### config.mk
export PLATFORM = sky130hd
export DESIGN_NAME = auto_breaker
export DESIGN_NICKNAME = d
export VERILOG_FILES = /design/src/rtl/auto_breaker.sv
export SDC_FILE = /design/constraint.sdc
export NUM_CORES = 1
export LEC_CHECK = 0
export CAP_MARGIN = 20
export CORE_MARGIN = 1
export CORE_UTILIZATION = 57
export CTS_CLUSTER_DIAMETER = 120
export CTS_CLUSTER_SIZE = 24
export DETAILED_ROUTE_END_ITERATION = 8
export HOLD_SLACK_MARGIN = 0.15
export PLACE_DENSITY = 0.76
export SLEW_MARGIN = 30
export SYNTH_ARGS = -nofsm -noshare
export SYNTH_HDL_FRONTEND = slang
export SYNTH_SLANG_ARGS = --single-unit
### constraint.sdc
create_clock -name clk -period 7.45 [get_ports clk]
set_input_delay 1.1175 -clock clk [delete_from_list [all_inputs] [get_ports clk]]
set_output_delay 1.1175 -clock clk [all_outputs]
set_load 0.03 [all_outputs]
### src/rtl/auto_breaker.sv
// Four-slot, eight-colour code breaker: picks the lowest candidate consistent with every scored guess so far.
// Optional AUTO_BREAKER_OPENING_GUESS_EN: open each game with 0,0,1,1 instead of searching from 0,0,0,0.
module auto_breaker #(
  parameter int MAX_TURNS = 8
) (
  input  logic       clk,
  input  logic       reset,
  input  logic       start,
  output logic [2:0] guess0,
  output logic [2:0] guess1,
  output logic [2:0] guess2,
  output logic [2:0] guess3,
  output logic       guess_valid,
  input  logic       guess_ready,
  input  logic       fb_valid,
  input  logic [2:0] fb_black,
  input  logic [2:0] fb_white,
  output logic       busy,
  output logic       solved,
  output logic       failed,
  output logic [3:0] turn
);

  localparam logic [2:0] IDLE    = 3'd0;
  localparam logic [2:0] SEARCH  = 3'd1;
  localparam logic [2:0] OFFER   = 3'd2;
  localparam logic [2:0] WAIT_FB = 3'd3;
  localparam logic [2:0] SOLVED  = 3'd4;
  localparam logic [2:0] FAILED  = 3'd5;

  localparam logic [11:0] CAND_LAST = 12'hFFF;
  localparam logic [3:0]  TURN_LIM  = 4'(MAX_TURNS);
`ifdef AUTO_BREAKER_OPENING_GUESS_EN
  localparam logic [11:0] OPENING   = 12'h009;
`endif

  logic [2:0]  state;
  logic [11:0] cand;
  logic [2:0]  idx;
  logic [2:0]  turn_idx;
  logic [11:0] hist_guess [0:7];
  logic [2:0]  hist_black [0:7];
  logic [2:0]  hist_white [0:7];

  logic [5:0]  entry_score;
  logic        entry_match;
  logic        last_entry;
  logic [3:0]  turn_next;

  // Mastermind score packed as {black, white}; white is total colour overlap minus exact hits.
  function automatic logic [5:0] score(input logic [11:0] a, input logic [11:0] b);
    logic [2:0] black;
    logic [3:0] total;
    logic [2:0] ca;
    logic [2:0] cb;
    black = 3'd0;
    total = 4'd0;
    for (int s = 0; s < 4; s++)
      if (a[s*3 +: 3] == b[s*3 +: 3]) black = black + 3'd1;
    for (int c = 0; c < 8; c++) begin
      ca = 3'd0;
      cb = 3'd0;
      for (int s = 0; s < 4; s++) begin
        if (a[s*3 +: 3] == 3'(c)) ca = ca + 3'd1;
        if (b[s*3 +: 3] == 3'(c)) cb = cb + 3'd1;
      end
      total = total + {1'b0, (ca < cb) ? ca : cb};
    end
    return {black, 3'(total - {1'b0, black})};
  endfunction

  assign turn_idx    = turn[2:0];
  assign turn_next   = turn + 4'd1;
  assign entry_score = score(cand, hist_guess[idx]);
  assign entry_match = (entry_score == {hist_black[idx], hist_white[idx]});
  assign last_entry  = ({1'b0, idx} == (turn - 4'd1));

  always_ff @(posedge clk) begin
    if (reset) begin
      state <= IDLE;
      cand  <= 12'd0;
      turn  <= 4'd0;
      idx   <= 3'd0;
      for (int i = 0; i < 8; i++) begin
        hist_guess[i] <= 12'd0;
        hist_black[i] <= 3'd0;
        hist_white[i] <= 3'd0;
      end
    end else if (start) begin
      turn <= 4'd0;
      idx  <= 3'd0;
      for (int i = 0; i < 8; i++) begin
        hist_guess[i] <= 12'd0;
        hist_black[i] <= 3'd0;
        hist_white[i] <= 3'd0;
      end
`ifdef AUTO_BREAKER_OPENING_GUESS_EN
      cand  <= OPENING;
      state <= OFFER;
`else
      cand  <= 12'd0;
      state <= SEARCH;
`endif
    end else begin
      case (state)
        SEARCH: begin
          if (turn == 4'd0) begin
            state <= OFFER;
          end else if (entry_match) begin
            if (last_entry) begin
              idx   <= 3'd0;
              state <= OFFER;
            end else begin
              idx <= idx + 3'd1;
            end
          end else begin
            // Candidate space exhausted: stop rather than wrap back to 0.
            idx <= 3'd0;
            if (cand == CAND_LAST) state <= FAILED;
            else                   cand  <= cand + 12'd1;
          end
        end
        OFFER: begin
          if (guess_ready) begin
            hist_guess[turn_idx] <= cand;
            state                <= WAIT_FB;
          end
        end
        WAIT_FB: begin
          if (fb_valid) begin
            hist_black[turn_idx] <= fb_black;
            hist_white[turn_idx] <= fb_white;
            if (fb_black == 3'd4) begin
              state <= SOLVED;
            end else begin
              turn <= turn_next;
              if (turn_next == TURN_LIM || cand == CAND_LAST) begin
                state <= FAILED;
              end else begin
                cand  <= cand + 12'd1;
                state <= SEARCH;
              end
            end
          end
        end
        default: ;
      endcase
    end
  end

  assign {guess3, guess2, guess1, guess0} = cand;
  assign guess_valid = (state == OFFER);
  assign busy        = (state == SEARCH) || (state == OFFER) || (state == WAIT_FB);
  assign solved      = (state == SOLVED);
  assign failed      = (state == FAILED);

endmodule

# Word-level counts from Yosys, hierarchy flattened

Memories as Yosys holds them, arrays and structs flattened. A register that Yosys moved wholly into a read port is not among the register bits.
Index checks and enable logic that the tools add are counted.
W data, S select, Z words.

Register bits: 22
Memory bits (writable): 144
Input port bits: 11
Output and inout bits: 20
Word-level logic and storage cells: 361
Memories kept: 3

Add/subtract/negate cells: 63
Order comparisons: 8
Eq/ne operators: 83
Muxes and demuxes: 149
Bitwise operators: 26
Reductions and logical operators: 24

Memory list:

| name       | words | bits a word | read ports | clocked after Yosys merged registers in | write ports | line | text |
|---|---|---|---|---|---|---|---|
| hist_guess | 8     | 12          | 1          | 1                                       | 8           | 41   | `logic [11:0] hist_guess [0:7];` |
| hist_black | 8     | 3           | 1          | 1                                       | 8           | 42   | `logic [2:0] hist_black [0:7];` |
| hist_white | 8     | 3           | 1          | 1                                       | 8           | 43   | `logic [2:0] hist_white [0:7];` |

Operators by type and width:

| operator                | number |
|---|---|
| $mux W3                 | 96 |
| $mux W12                | 15 |
| $add A3 B1 Y3 const B   | 52 |
| $eq A3 B3 Y1 const B    | 35 |
| $eq A3 B2 Y1 const B    | 18 |
| $mux W1                 | 36 |
| $eq A3 B1 Y1 const B    | 9 |
| $logic_not A3 Y1        | 8 |
| $lt A3 B3 Y1            | 8 |
| $or A1 B1 Y1            | 24 |
| $pmux W12 S2            | 1 |
| $add A3 B3 Y3           | 7 |
| $add A12 B1 Y12 const B | 1 |
| $eq A12 B12 Y1 const B  | 1 |
| $eq A3 B3 Y1            | 4 |
| $ne A2 B2 Y1 const B    | 6 |
| $reduce_or A12 Y1       | 1 |
| $ne A5 B5 Y1 const B    | 2 |
| $reduce_and A5 Y1       | 2 |
| $pmux W3 S3             | 1 |
| $ne A4 B4 Y1 const B    | 2 |
| $reduce_and A7 Y1       | 1 |
| $eq A6 B6 Y1            | 1 |
| $reduce_or A3 Y1        | 2 |
| 17 further kinds        | 20 |

# Logic depth before layout (Yosys ltp)

Gate-level depths: netlist of the first run.

Word-level depth: 23
Mapped depth: 38
Depth with buffers taken out: 31

# Worst setup path after synthesis of the first run

No wires, ideal clock.

Kind: register to register
Start point: register (tool-made name)
End point: register state[0]
Library setup time: 0.123 ns
Arrival time: 8.080 ns
Path slack: -0.753 ns
Cell stages (with the launch flop): 34
Clock period less this slack: 8.203 ns
Path through: dfxtp_1 buf_6 buf_6 buf_8 buf_6 buf_1 mux4_2 mux2i_1 nand2b_1 nor2_1 ha_1 xnor2_1 ha_1 mux2_2 inv_1 ha_1 a21oi_1 nor2_1 nor2_1 mux2i_1 fa_1 fa_1 inv_1 fa_1 ha_1 xor2_1 xnor2_1 xnor2_1 xnor3_1 and4b_4 o22ai_4 a2111oi_4 nand2_1 mux2_1

RTL lines:

| element                | line | text |
|---|---|---|
| end signal: assignment | 80   | `state <= IDLE;` |
| end signal: assignment | 102  | `state <= SEARCH;` |
| end signal: assignment | 108  | `state <= OFFER;` |
| end: declaration       | 37   | `logic [2:0] state;` |

==> results.txt, run 1 <==
* Outcome: finished, violations left
- The checks that failed: setup timing.
* GRT overflow: 0
* Fin Hold WS: 0.526 ns
- Layout Skew: 0.0129 ns
- Clock share of power: 34.6%
* Final clock period utilization by the worst path: 100%
- Post-route total power: 2.52 mW
- Aggregate global-route resource usage: 29.6%
- TritonCTS built the clock tree.
* Most used DFF post-synth: sky130_fd_sc_hd__edfxtp_1
* Total via count in the routed design: 8816
- Once detail routing completed, the nets flagged for antenna violations numbered 0.
- The worst setup path is of the flop to flop kind.
* Slowest cell on the critical path: sky130_fd_sc_hd__mux4_2
* Endpoint required time on the critical path: 7.82 ns
- Net switching is 29.1% of the power.
- In this run the core area contains 52 standard-cell rows.
- Reg2reg end: cand[2]
- Post-synth design cell area: 11900 um^2
- Entering global routing, the biggest net connects 32 pins.
* Bufs on Longest Clock Path: 2
- Data arrival time at the worst-slack endpoint: 7.83 ns
- The via count of the first global-routing pass was 8637.
- In the synthesized netlist, mux cells make up 12.2% of the area.
* Width of the chip: 146 um
* Post-Syn Instances: 1105
- Across the run, the number of max-cap violations was 0.
- Largest driver fanout on the critical path: 8
- For this run, global-route usage on met1 was measured as 38.4%.
- After clock tree synthesis, the flow added hold-fix buffers numbering 0.
- Summed over all layers, the routed wires come to 31200 um.
- After routing the design area is 14100 um^2.
- The number of cells on the worst reg-to-reg path is 28.
- Transition at the pin with the smallest max-transition slack: 0.980 ns
* Number of enable-type register cells in the synthesized netlist: 144
* Synth-to-layout area growth: 18.9%
* Xor/xnor cell area share of the yosys netlist: 6.74%
- Starting utilization of the core area: 58.5%
- The biggest area contributor in the post-synthesis netlist is sky130_fd_sc_hd__edfxtp_1.
- Clock tree synthesis inserted a total of 17 buffers.
- CTS Sinks: 169
- The number of antenna violations at the first check in global routing came to 0.
* Switching power summed over all nets: 0.732 mW
- Most Used Layer, Global Route: met2
- The final-report max-slew violation count is 0.
- In this run the count of I/O pins placed on the die edge is 31.
- For this run, the slowest stage of the critical path takes 0.58 ns.
* Wire length per cell: 21.2 um
- Counting I/O delays and the setup requirement, the final critical path takes 7.47 ns.
* Power density of the placed cells: 178 nW/um^2
- Dpl cell area: 12900 um^2
* Most used cell, CP: sky130_fd_sc_hd__fa_1
- Fraction of final layout cells sized beyond drive strength 1: 22.6%
- The root buffer cell chosen for the clock tree is sky130_fd_sc_hd__clkbuf_16.
- Internal portion of total power: 1.78 mW
* Async set or reset register ratio after synthesis: 0%
- The synthesized design devotes to its leading area cell type 36.4% of total area.
- In the final design database the tool counted 1296 nets.
- Simple-gate share of the synthesized area: 19.3%
* ANT cells: 0
- CTS H-Tree Depth: 4
* Count of unique library cells instantiated by Yosys: 68
- The worst setup path is launched from a flop.
* Number of register bits inferred by synthesis: 169
* Vias per cell: 5.99
- Part of the total power dissipated in sequential elements: 42.8%
* Setup slack, reg-to-reg: -0.02 ns
- Maximum achievable frequency: 134 MHz
- Ranked by total cell area, the synthesized netlist is headed by sky130_fd_sc_hd__edfxtp_1 (36%), sky130_fd_sc_hd__ha_1 (9.3%), sky130_fd_sc_hd__and2_1 (6.9%).
- Area fraction in compound gates after synthesis: 5.89%
- After detailed routing, the number of remaining DRC violations is 0.
- The floorplan step defined a die boundary enclosing 21400 um^2.
- Yosys printed 0 warnings.
- Counting instances, the worst hold path has a depth of 2.
- The min-delay analysis places its worst path in the category flop to flop.
- In the post-route analysis, the smallest setup slack over all paths is -0.0163 ns.
* Final number of setup-violating endpoints: 1
- For the worst-skew pair, the clock arrives at the later sink with an insertion delay of 0.44 ns.
- Core region area: 20300 um^2
- The top cell types in the final layout, fill and taps aside, are sky130_fd_sc_hd__edfxtp_1 (144), sky130_fd_sc_hd__and2_1 (131), sky130_fd_sc_hd__ha_1 (81).
- Global routing used 49.7% of the available met2 tracks.
- Combinational family with the most area after synthesis: simple AND/OR/NAND/NOR gates
- Per report_power, the combinational group accounts for 22.7% of the total.
* Mean instance size in the synthesized netlist: 10.7 um^2
* Leak pwr: 5.50 nW
- The detailed router finished its first iteration with 745 violations.
* Detailed Place HPWL: 21400 um
* Final number of hold-violating endpoints: 0
* Net Count, Synth: 1213
* Unrepaired setup endpoints after global routing: true
- Measured against its own limit, the worst slew margin works out to 34.4%.
* IR Drop Worst-Case VDD: 0.224 mV
- Leaving out fill and tap cells, the most frequent cell in the layout is sky130_fd_sc_hd__edfxtp_1.
- Count of input and output buffers: 30
- Type of element capturing the critical path: flop
- Clock input transition at the sequential cells of the worst setup and hold paths: 0.07 ns
* Worst min-delay path startpoint: idx[2]
- At the end of routability-driven placement, the weighted congestion stood at 0.857.
- Vertical die dimension: 146 um
* Met3 routing resource usage after global routing: 5.19%
- First-pass GRT wire length: 47700 um
- Portion of the post-synthesis area used by sequential elements: 40.6%
- First drt pass iteration count: 5
- The synthesized netlist devotes 10.8% of its cell area to adder and majority cells.
==> power groups by stage <==
stage	sequential [mW]	clock, mW	combinational, mW
after floorplan	1.09	0	0.381
after global placement	1.09	0	0.500
after detailed placement	1.10	0	0.508
after CTS	1.07	0.868	0.536
after global routing	1.08	0.906	0.619
final	1.08	0.870	0.570
==> state kept, by name (all words and copies together) (netlist names), named ones only <==
register	count
hist_black	24
hist_guess	96
hist_white	24
turn	4
cand	12
state	3
idx	3
==> cells in the mapped netlist (2+ instances only) <==
cell type and instances:
sky130_fd_sc_hd__a21boi_0 6, sky130_fd_sc_hd__nor4_1 13, sky130_fd_sc_hd__o21ai_0 30, sky130_fd_sc_hd__inv_1 72, sky130_fd_sc_hd__mux4_2 29, sky130_fd_sc_hd__fa_1 9, sky130_fd_sc_hd__nand3_1 17, sky130_fd_sc_hd__nand4_1 9
sky130_fd_sc_hd__buf_2 4, sky130_fd_sc_hd__nand3b_1 10, sky130_fd_sc_hd__mux2i_1 44, sky130_fd_sc_hd__nand2_1 67, sky130_fd_sc_hd__nor3_1 30, sky130_fd_sc_hd__mux2i_4 2, sky130_fd_sc_hd__buf_6 5, sky130_fd_sc_hd__mux4_1 2
sky130_fd_sc_hd__dfxtp_1 25, sky130_fd_sc_hd__a21oi_1 26, sky130_fd_sc_hd__and3_1 8, sky130_fd_sc_hd__ha_1 88, sky130_fd_sc_hd__edfxtp_1 144, sky130_fd_sc_hd__nor3b_1 8, sky130_fd_sc_hd__or2_2 4, sky130_fd_sc_hd__xnor2_1 57
sky130_fd_sc_hd__nand2b_1 18, sky130_fd_sc_hd__o21a_1 2, sky130_fd_sc_hd__and2_1 131, sky130_fd_sc_hd__a211oi_1 4, sky130_fd_sc_hd__nor2_1 72, sky130_fd_sc_hd__xor2_1 30, sky130_fd_sc_hd__mux2_1 3, sky130_fd_sc_hd__clkbuf_1 37
sky130_fd_sc_hd__o211ai_1 3, sky130_fd_sc_hd__or3_1 8, sky130_fd_sc_hd__nor2b_1 14, sky130_fd_sc_hd__inv_2 2, sky130_fd_sc_hd__a2bb2oi_1 2, sky130_fd_sc_hd__o21bai_1 6, sky130_fd_sc_hd__buf_1 3, sky130_fd_sc_hd__or4_1 4
sky130_fd_sc_hd__a22oi_1 3, sky130_fd_sc_hd__mux2_2 20, sky130_fd_sc_hd__o31ai_1 8, sky130_fd_sc_hd__nand4b_1 2
==> worst max-delay path, delay by kind of cell, from the launching register on <==
family | cells | cell delay [ns]
flops | 1 | 0.40
fa+ha+maj | 7 | 2.37
compound gates | 4 | 0.98
buf+inv | 3 | 0.29
xor+xnor | 4 | 0.76
mux | 5 | 1.61
simple gates | 5 | 0.98
==> through the flow <==
step | setup TNS, ns | std cells | setup WS (ns) | util, %
2_1_floorplan | -0.0802 | 1105 | -0.0670 | -
3_3_place_gp | 0 | 1417 | 0.0446 | 63.4
3_5_place_dp | -0.219 | 1417 | -0.109 | 63.4
4_1_cts | 0 | 1463 | 0.00131 | 67.9
5_1_grt | -2.87 | 1471 | -0.234 | 69.6
6_report | -0.0163 | 1471 | -0.0163 | 69.6
==> layer usage <==
metal	up-vias	routed length [um]
li1	4061	-
met1	4317	12600
met2	364	15300
met3	74	2330
met4	0	1030
met5	-	0
==> how the worst max path moves through the flow <==
| stage | start | endpoint | slack (ns) | cells past startpoint |
|---|---|---|---|---|
| after floorplan | flop | state[0] | -0.07 | 33 |
| after global placement | flop | state[0] | 0.04 | 31 |
| after detailed placement | flop | state[0] | -0.11 | 29 |
| after CTS | flop | state[0] | 0.001 | 33 |
| after global routing | flop | cand[8] | -0.23 | 30 |
| final | flop | cand[2] | -0.02 | 28 |
==> cells by family (layout without fill, tap and decap cells) <==
kind of cell | Yosys count | count (layout)
AOI/OAI and AO/OA | 103 | 103
muxes | 100 | 100
DFF | 169 | 169
buffers and inverters | 126 | 222
adders and majority gates | 97 | 97
and+or+nand+nor | 421 | 421
xor gates and xnor gates | 89 | 89
==> layout make-up <==
type,instances,area [um^2]
clock buffers,17,425
multi-input cells,810,7030
clock inverters,15,154
repair buffers,115,1060
well taps,270,338
fillers,1439,6180
inverters,75,282
flip-flops and latches,169,4830
==> timing repair <==
action	in CTS	in global routing
gates resized for setup	49	62
setup buffers	12	8
pin swaps	26	36
gates cloned	2	0
endpoints found under the setup margin	6	21
(Power assumes the default switching activity.)
==> inputs of run 2 (changes only) <==
--- a/config.mk
+++ b/config.mk
@@ -6,6 +6,7 @@
 export NUM_CORES = 1
 export LEC_CHECK = 0
 export CAP_MARGIN = 20
+export CORE_ASPECT_RATIO = 1.75
 export CORE_MARGIN = 1
 export CORE_UTILIZATION = 57
 export CTS_CLUSTER_DIAMETER = 120
==> run 2 against run 1 <==
  * The flow finishes with violations (DRC, setup timing)
  * Cell count up 0.88%
  * Combinational power up 6.3%
  * Global-route usage down 0.46 points
  * First-iteration DRC count down 19%
  * Critical endpoint is now cand[9]
  * Largest power group unchanged
==> results.txt, run 2 (synthesis gave the netlist of run 1 again) <==
* IR Drop Worst-Case VDD: 0.210 mV (was 0.224 mV)
- Max-slew headroom: 31.3% (was 34.4%)
- The largest delay contributor family on the critical path is adder cells (unchanged).
- Buffers plus inverters on the worst setup path: 7 (was 3)
- The logic depth of the worst setup path including buffers came to 34 (was 28).
- Final number of max-transition violations: 0 (unchanged)
- Detailed Place HPWL: 21900 um (was 21400 um)
- The number of sinks on the clock net was 169 (unchanged).
- Worst setup endpoint: cand[9] (was cand[2])
- The number of remaining DRC errors was 4 (was 0).
- The actual slew at the worst max-slew pin was 1.03 ns (was 0.980 ns).
- The smallest hold slack came to 0.537 ns (was 0.526 ns).
- The number of antenna violations at the first check in global routing was 0 (unchanged).
- Least setup slack across all paths after layout: -0.131 ns (was -0.0163 ns)
- Leak pwr: 5.73 nW (was 5.50 nW)
* Post-route total power: 2.57 mW (was 2.52 mW)
- Aggregate global-route resource usage: 29.1% (was 29.6%)
* First-pass GRT wire length: 46500 um (was 47700 um)
- Largest net degree at the start of global routing: 30 (was 32)
- Starting utilization of the core area: 58.3% (was 58.5%)
* Wire length per cell: 21.3 um (was 21.2 um)
- The number of hold-repair buffers added at the cts stage came to 0 (unchanged).
* Top library cells by usage in the layout, fill and taps aside: sky130_fd_sc_hd__edfxtp_1 (144), sky130_fd_sc_hd__and2_1 (131), sky130_fd_sc_hd__buf_4 (103) (was sky130_fd_sc_hd__edfxtp_1 (144), sky130_fd_sc_hd__and2_1 (131), sky130_fd_sc_hd__ha_1 (81))
* CTS H-Tree Depth: 4 (unchanged)
* Clock Latency Late Sink: 0.43 ns (was 0.44 ns)
* Type of element capturing the critical path: flop (unchanged)
* Category of the critical setup timing path: flop to flop (unchanged)
- The end-of-flow core utilization was 71.6% (was 69.6%).
* Maximum achievable frequency: 132 MHz (was 134 MHz)
* Clock input transition at the sequential cells of the worst setup and hold paths: 0.07 ns (about the same)
- Number of fill cells: 1385 (was 1439)
- Reg2reg end: cand[9] (was cand[2])
* Leading registers by flop count: hist_guess: 96 flops, hist_black: 24 flops, hist_white: 24 flops (unchanged)
* Count of antenna-violating nets left after detailed routing: 0 (unchanged)
- Overall die area: 21400 um^2 (about the same)
- Worst hold path type: flop to flop (unchanged)
- CP startpoint kind: flop (unchanged)
- Wire length reported by the detailed router: 31700 um (was 31200 um)
- The global placement routability congestion was 0.908 (was 0.857).
- The area growth from synthesis to layout is 22.8% (was 18.9%).
- Worst reg2reg path depth: 34 (was 28)
* Setup slack, reg-to-reg: -0.13 ns (was -0.02 ns)
- Violated checks: DRC, setup timing (was setup timing).
- The power density over the cells was 176 nW/um^2 (was 178 nW/um^2).
- Core region area: 20400 um^2 (was 20300 um^2)
- The final net count was 1331 (was 1296).
* Largest register FFs: 96 (unchanged)
- The number of buffers added on ports was 30 (unchanged).
* Layout Skew: 0.00911 ns (was 0.0129 ns)
* Final number of setup-violating endpoints: 13 (was 1)
- Most common cell after layout, fill and taps aside: sky130_fd_sc_hd__edfxtp_1 (unchanged)
- Outcome: finished, violations left (unchanged)
- The via count of the first global-routing pass came to 8831 (was 8637).
* First drt pass iteration count: 7 (was 5)
- The largest register by flop count is hist_guess (unchanged).
- Fraction of final layout cells sized beyond drive strength 1: 26.3% (was 22.6%)
- Unrepaired setup endpoints after global routing: true (unchanged)
* Data arrival time at the worst-slack endpoint: 7.89 ns (was 7.83 ns)
* DR iter-0 viols: 605 (was 745)
* Total via count in the routed design: 8925 (was 8816)
- The y dimension of the die came to 193 um (was 146 um).
- Number of standard-cell rows in the floorplan: 69 (was 52)
* Largest driver fanout on the critical path: 7 (was 8)
* Width of the chip: 111 um (was 146 um)
- Clock tree from TritonCTS: yes (unchanged)
* GRT overflow: 0 (unchanged)
* Max Cap Viol: 0 (unchanged)
- Final clock period utilization by the worst path: 102% (was 100%)
- The largest stage delay on the critical path came to 0.55 ns (was 0.58 ns).
- The number of endpoints with negative hold slack in the final report came to 0 (unchanged).
- Clock tree root buffer cell: sky130_fd_sc_hd__clkbuf_16 (unchanged)
* Slowest cell on the critical path: sky130_fd_sc_hd__mux4_2 (unchanged)
- ANT cells: 0 (unchanged)
- The number of CTS-inserted buffers was 17 (unchanged).
- The area taken by multi-input logic gates came to 7180 um^2 (was 7030 um^2).
- The mean number of vias per cell is 6.01 (was 5.99).
- Min cycle time layout: 7.58 ns (was 7.47 ns)
* Ports: 31 (unchanged)
* Bufs on Longest Clock Path: 2 (unchanged)
- Depth of the worst hold-timing path: 2 (unchanged)
- The flip-flop and latch area was 4830 um^2 (about the same).
* Endpoint required time on the critical path: 7.76 ns (was 7.82 ns)
-- run 2: cell types whose count changed in the layout (fill, tap and decap cells not counted), sizes merged --
cell and change:
clkbuf +2, clkinv -2, clkinvlp +1, bufinv +2, buf +33, inv -1
-- run 2: routing by layer --
metal | wire length [um] | track usage (%)
met4 | 2210 | 21.0
met5 | 0 | 0
met2 | 17400 | 56.4
met1 | 10700 | 28.9
met3 | 1370 | 3.16
-- run 2: what timing repair did --
item                                    in CTS  in global routing
buffers inserted                            15                 28
resized for setup                           53                 91
gates cloned                                 3                  1
endpoints found under the setup margin      10                 21
pin swaps                                   35                 53
-- run 2: final cells by class --
cell class	instances	share of cell area, %
clock buffers	17	2.92
clock inverters	15	1.12
flip-flops and latches	169	33.1
repair buffers	150	9.56
multi-input cells	810	49.2
inverters	75	1.93
well taps	248	2.13
-- run 2: worst reg2reg max path: cells and delay by family (launching register included) --
family,cells,cell delay (ns)
xor gates and xnor gates,5,0.96
adders and majority gates,7,2.45
AOI/OAI and AO/OA,9,1.45
DFF,1,0.39
buffers and inverters,7,0.92
muxes,3,0.96
and+or+nand+nor,3,0.35
-- run 2: worst min path at each step --
stage / startpoint / to / slack [ns]
3_5_place_dp: idx[2] / flop / 0.51
2_1_floorplan: idx[2] / flop / 0.48
5_1_grt: idx[2] / idx[2] / 0.59
6_report: idx[2] / flop / 0.54
3_3_place_gp: idx[2] / flop / 0.51
4_1_cts: idx[2] / idx[2] / 0.53
-- run 2: per-stage QoR --
step	setup TNS, ns	setup slack [ns]	instance area, um^2	cells
floorplan	-0.0802	-0.0670	12000	1105
global placement	0	0.0179	12900	1405
detailed placement	-0.370	-0.116	12900	1405
CTS	0	0.00533	14000	1455
global route	-5.20	-0.396	14600	1484
finish	-1.05	-0.131	14600	1484
-- run 2: power by group --
part	internal, mW	switching (mW)	total, mW
registers	1.06	0.0167	1.08
clock network	0.501	0.385	0.886
logic	0.294	0.312	0.606
total	1.85	0.713	2.57
